--- src/rtl/floating_point_divider.sv ---
// floating_point_divider: iterative IEEE-754 single-precision A/B, restoring division, round-to-nearest-even, fixed 28-cycle latency
module floating_point_divider #(
  parameter logic [31:0] CANON_NAN = 32'h7FC00000
) (
  input  logic        clk,
  input  logic        reset,
  input  logic        start,
  input  logic [31:0] A,
  input  logic [31:0] B,
  output logic [31:0] quotient,
  output logic        busy,
  output logic        done,
  output logic        div_by_zero,
  output logic        invalid
);
  typedef enum logic [2:0] {IDLE, UNPACK, DIVIDE, ROUND, DONE} state_t;
  state_t state_q, state_d;
  logic [31:0] a_q, b_q, sval_q, quot_q;
  logic sign_q, spec_q, sinv_q, sdz_q, dz_q, inv_q;
  logic signed [9:0] e_q;
  logic [23:0] mb_q;
  logic [24:0] r_q;
  logic [25:0] q_q;
  logic [4:0] cnt_q;
  logic [7:0] ea, eb;
  logic za, zb, ia, ib, nan_any, sp, sinv, sdz, s;
  logic [31:0] sv;
  logic ge;
  logic [23:0] rs;
  logic norm, g, st, inc, cy;
  logic [22:0] frac, frac_r;
  logic signed [9:0] e1, e2;
  logic [31:0] res;
  assign busy = (state_q == UNPACK) || (state_q == DIVIDE) || (state_q == ROUND);
  assign done = (state_q == DONE);
  assign quotient = quot_q;
  assign div_by_zero = dz_q;
  assign invalid = inv_q;
  always_ff @(posedge clk or posedge reset)
    if (reset) state_q <= IDLE;
    else state_q <= state_d;
  always_comb begin
    state_d = state_q;
    case (state_q)
      IDLE, DONE: state_d = start ? UNPACK : IDLE;
      UNPACK:     state_d = DIVIDE;
      DIVIDE:     state_d = (cnt_q == 5'd0) ? ROUND : DIVIDE;
      ROUND:      state_d = DONE;
      default:    state_d = IDLE;
    endcase
  end
  // Operand classification; denormal operands count as zero
  always_comb begin
    ea = a_q[30:23];
    eb = b_q[30:23];
    s = a_q[31] ^ b_q[31];
    za = (ea == 8'h00);
    zb = (eb == 8'h00);
    ia = (&ea) && (a_q[22:0] == 23'h0);
    ib = (&eb) && (b_q[22:0] == 23'h0);
    nan_any = ((&ea) && (|a_q[22:0])) || ((&eb) && (|b_q[22:0]));
    sinv = nan_any || (za && zb) || (ia && ib);
    sp = nan_any || za || zb || ia || ib;
    sdz = zb && !sinv && !ia;
    sv = sinv ? CANON_NAN : (ia || zb) ? {s, 8'hFF, 23'h0} : {s, 31'h0};
  end
  // One restoring step: partial remainder always stays below 2*mb, so 25 bits suffice
  always_comb begin
    ge = r_q >= {1'b0, mb_q};
    rs = ge ? 24'(r_q - {1'b0, mb_q}) : r_q[23:0];
  end
  // q[24] is guaranteed set when q[25] is clear, so only the fraction bits are carried;
  // a carry out of the 23-bit fraction leaves it at zero, which is exactly 1.0 renormalised
  always_comb begin
    norm = q_q[25];
    frac = norm ? q_q[24:2] : q_q[23:1];
    g = norm ? q_q[1] : q_q[0];
    st = (norm & q_q[0]) | (|r_q);
    inc = g & (st | frac[0]);
    {cy, frac_r} = {1'b0, frac} + {23'h0, inc};
    e1 = norm ? e_q : e_q - 10'sd1;
    e2 = e1 + $signed({9'h0, cy});
    res = (e2 >= 10'sd255) ? {sign_q, 8'hFF, 23'h0} :
          (e2 <= 10'sd0) ? {sign_q, 31'h0} : {sign_q, e2[7:0], frac_r};
  end
  always_ff @(posedge clk or posedge reset)
    if (reset) begin
      a_q <= '0;
      b_q <= '0;
      sval_q <= '0;
      quot_q <= '0;
      sign_q <= 1'b0;
      spec_q <= 1'b0;
      sinv_q <= 1'b0;
      sdz_q <= 1'b0;
      dz_q <= 1'b0;
      inv_q <= 1'b0;
      e_q <= '0;
      mb_q <= '0;
      r_q <= '0;
      q_q <= '0;
      cnt_q <= '0;
    end else
      case (state_q)
        IDLE, DONE:
          if (start) begin
            a_q <= A;
            b_q <= B;
            dz_q <= 1'b0;
            inv_q <= 1'b0;
          end
        UNPACK: begin
          sign_q <= s;
          e_q <= $signed({2'b00, ea} - {2'b00, eb} + 10'd127);
          r_q <= {2'b01, a_q[22:0]};
          mb_q <= {1'b1, b_q[22:0]};
          q_q <= '0;
          cnt_q <= 5'd25;
          spec_q <= sp;
          sinv_q <= sinv;
          sdz_q <= sdz;
          sval_q <= sv;
        end
        DIVIDE: begin
          r_q <= {rs, 1'b0};
          q_q <= {q_q[24:0], ge};
          cnt_q <= cnt_q - 5'd1;
        end
        ROUND: begin
          quot_q <= spec_q ? sval_q : res;
          inv_q <= sinv_q;
          dz_q <= sdz_q;
        end
        default: ;
      endcase
endmodule

--- config.mk ---
export PLATFORM = sky130hd
export DESIGN_NAME = floating_point_divider
export DESIGN_NICKNAME = d
export VERILOG_FILES = /design/src/rtl/floating_point_divider.sv
export SDC_FILE = /design/constraint.sdc
export NUM_CORES = 1
export LEC_CHECK = 0
export CORE_ASPECT_RATIO = 1.2
export CORE_MARGIN = 2
export CORE_UTILIZATION = 40
export CTS_CLUSTER_SIZE = 8
export DETAILED_ROUTE_END_ITERATION = 10
export DONT_BUFFER_PORTS = 1
export PLACE_DENSITY = 0.52
export SLEW_MARGIN = 20
export SYNTH_ARGS = -nofsm -noshare
export SYNTH_HDL_FRONTEND = slang
export SYNTH_SLANG_ARGS = --single-unit
--- constraint.sdc ---
create_clock -name clk -period 8.2 [get_ports clk]
set_input_delay 1.64 -clock clk [delete_from_list [all_inputs] [get_ports clk]]
set_output_delay 1.64 -clock clk [all_outputs]
set_load 0.05 [all_outputs]
==> results.json <==
{
  "synth-main-ff-cell": "dfrtp_1",
  "holdBufCountCts": 0,
  "viasPerCell": 5.62,
  "dr.pass1.iters": 6,
  "cpMostUsedCell": "ha_1",
  "grt_pass1_vias": 7969,
  "setup_viol": 0,
  "post_cts_buffers": 0,
  "fmax_mhz": 194,
  "design.core.area_mm2": 0.0272,
  "clk_latency_ps": 440,
  "crit_type": "reg -> reg",
  "cap_violations": 0,
  "clock_sinks": 197,
  "relSlewSlack_pct": 36.0,
  "clockBufferDepth": 2,
  "totalNegativeSetupSlack_ps": 0,
  "io_pins": 103,
  "reg2reg_slack_ps": 3040,
  "synth_top_cell_area_share_pct": 44.6,
  "wl_per_cell_um": 18.4,
  "skew_ps": 12.6,
  "die_w_um": 156,
  "critPathMaxFanout": 29,
  "grt_first_pass_wirelength_um": 43100,
  "hold_ws_ps": 461,
  "dp.cells": 1390,
  "p_sw_share_pct": 45.3,
  "synthCells": 1106,
  "drt_iter0_markers": 394,
  "cp-end-kind": "register",
  "final_cell_count_no_fill": 1422,
  "p_leak_nw": 5.00,
  "syn_area_mm2": 0.0111,
  "synth_area_leaders": "dfrtp_1 45%, mux2_2 6.1%, ha_1 4.3%, a22o_1 4.0%, o21ai_0 3.9%",
  "initial_core_util_pct": 40.7,
  "rr_worst_depth": 15,
  "combPwrFrac_pct": 49.6,
  "powerDensity_mw_per_mm2": 441,
  "synth_nets": 1213,
  "die_area_mm2": 0.0290,
  "clkSlewWorstSetupHoldPaths_ps": 80,
  "grt_max_degree": 103,
  "cp-start-kind": "register",
  "min_period_over_period_pct": 63.0,
  "fp.dieH_um": 186,
  "worstMarginPinSlew_ps": 961,
  "portBuffers": 0,
  "gp_congestion": 0.812,
  "cts_resized": 0,
  "r2r_start": "q_q[25]$_DFFE_PP0P_",
  "htreeDepth": 4,
  "ant_nets": 0,
  "overflow": 0,
  "yosysSeqAreaShare_pct": 44.6,
  "cts_buffers": 17,
  "finalWirelength_um": 26200,
  "synth_cell_type_count": 69,
  "hold_path.class": "reg -> reg",
  "arrival_ps": 5490,
  "peakVddDrop_uv": 197,
  "seq_power_share_pct": 34.5,
  "status": "complete, no violations",
  "drc": 0,
  "timing.rr.end": "quotient[22]$_DFFE_PP0P_",
  "antenna_found_initial": 0,
  "drive_gt1_share_pct": 11.7,
  "slew_violations": 0,
  "cts_root_buffer": "clkbuf_16",
  "cts_tree": "built",
  "slowest_stage": "nor4_1",
  "min_period_ps": 5160,
  "num_rows": 66,
  "place_ws_ps": 3010,
  "synth_top_area_cell": "dfrtp_1",
  "path_cells": "nand2b_1, a211o_1, nor4_1, and3_1, nand4_1, nor3b_1, ha_1, ha_1, mux2i_1, o21ai_0, xnor2_1, nand4b_1, a2111oi_2, nor3_4, a221o_1",
  "p_int_mw": 2.87,
  "avgSynthCellArea_um2": 10.0,
  "ys_ff_latch": 197,
  "vias": 7995,
  "grt_usage_pct": 18.7,
  "async_reset_ff_share_pct": 100,
  "rsz0062_at_grt": "no",
  "whs_path_depth": 2,
  "yosysWarnings": 0,
  "hold_end": "mb_q[23]$_DFFE_PP0P_",
  "hold_viol": 0,
  "synth-edff-count": 0,
  "syn2layout_area_growth_pct": 7.55,
  "hold_start": "mb_q[23]$_DFFE_PP0P_",
  "clockPowerShare_pct": 15.9,
  "dp_hpwl_um": 18500,
  "max_stage_delay_ps": 610,
  "critPathRequiredTime_ps": 8520,
  "netSwitchingPower_mw": 2.37,
  "fin_nets": 1176,
  "antennaDiodeCount": 0,
  "setup_slack_ps": 3040
}
## critical path: cells and delay by family, from the launching register on
| family | cells | cell delay, ps |
|---|---|---|
| XOR/XNOR | 1 | 270 |
| AND/OR/NAND/NOR | 7 | 2150 |
| adder cells (fa/ha/maj) | 2 | 560 |
| AO/OA/AOI/OAI | 4 | 1260 |
| flip-flops | 1 | 600 |
| multiplexers | 1 | 200 |
## sequential cells by signal, indices dropped and copies added (netlist names)
register	flops
a_q	32
b_q	32
cnt_q	5
div_by_zero	1
e_q	10
invalid	1
mb_q	24
q_q	26
quotient	32
r_q	25
sdz_q	1
sign_q	1
spec_q	1
state_q	3
sval_q	3
## final cells by class
cell class              count  area (um^2)
clock inverters            15          159
well taps                 340          425
fillers                  2597        15300
clock buffers              17          425
flip-flops and latches    197         4930
repair buffers              8         60.1
multi-input cells         791         5680
inverters                  54          210
## cells in the final DEF (no fill, tap or decap), drive strengths merged, types with 7 or more instances in the layout
cell    instances
a211oi          9
a21o           10
a21oi          43
a221o          11
a22o           51
a22oi          17
a31oi           8
and3            7
buf             8
clkbuf         17
clkinv          8
dfrtp         197
ha             38
inv            61
mux2           60
mux2i          29
nand2          90
nand3          30
nand4          14
nor2           44
nor2b          11
nor3           21
nor4           28
o21ai          87
or3             8
or4             7
xnor2          38
xor2           43
## cells by family after synthesis
group / Yosys count / share of synthesized area (%)
AO/OA/AOI/OAI: 285 / 17.5
XOR/XNOR: 81 / 6.42
adder cells (fa/ha/maj): 40 / 4.66
buffers and inverters: 118 / 4.27
flip-flops: 197 / 44.6
multiplexers: 89 / 8.74
AND/OR/NAND/NOR: 296 / 13.8
## how the worst max path moves through the flow
| stage | from | endpoint | slack (ps) | cells past startpoint |
|---|---|---|---|---|
| 5_1_grt | q_q[25]$_DFFE_PP0P_ | quotient[22]$_DFFE_PP0P_ | 2530 | 14 |
| 3_3_place_gp | q_q[25]$_DFFE_PP0P_ | quotient[22]$_DFFE_PP0P_ | 3140 | 14 |
| 6_report | q_q[25]$_DFFE_PP0P_ | quotient[22]$_DFFE_PP0P_ | 3040 | 15 |
| 2_1_floorplan | reset | a_q[0]$_DFFE_PP0P_ | 1190 | 1 |
| 3_5_place_dp | q_q[25]$_DFFE_PP0P_ | quotient[22]$_DFFE_PP0P_ | 3010 | 15 |
| 4_1_cts | q_q[25]$_DFFE_PP0P_ | quotient[22]$_DFFE_PP0P_ | 3000 | 15 |
## cell usage after synthesis (17+ instances only)
library cell,count
nand2_1,90
xnor2_1,38
nor2_1,44
a21oi_1,43
clkbuf_1,48
nor4_1,27
nand3_1,30
ha_1,38
xor2_1,43
inv_1,54
a22o_1,51
a22oi_1,17
o21ai_0,86
mux2i_1,29
mux2_2,60
nor3_1,20
dfrtp_1,197
## through the flow
stage	instance area, um^2	total power, mW	util, %
after floorplan	11100	3.83	-
after global placement	11300	4.42	41.6
after detailed placement	11300	4.44	41.6
after CTS	11900	5.30	43.8
after global routing	11900	5.72	43.8
final	11900	5.24	43.8
## per-layer routing
metal	share of wire, %	wire length (um)	vias to the layer above	global-route usage (%)
met5	0	0	-	0
met4	0.76	198	0	3.52
met3	3.0	780	15	3.22
met2	51	13300	117	33.2
met1	46	12000	3910	24.3
li1	-	-	3953	-
## power groups by stage
stage | sequential (mW) | clock, mW | combinational, mW
after global placement | 1.83 | 0 | 2.59
after global routing | 1.87 | 0.904 | 2.94
after detailed placement | 1.83 | 0 | 2.61
final | 1.81 | 0.835 | 2.60
after CTS | 1.81 | 0.862 | 2.62
after floorplan | 1.67 | 0 | 2.16
Note: power is estimated with default switching activity, not from simulation.
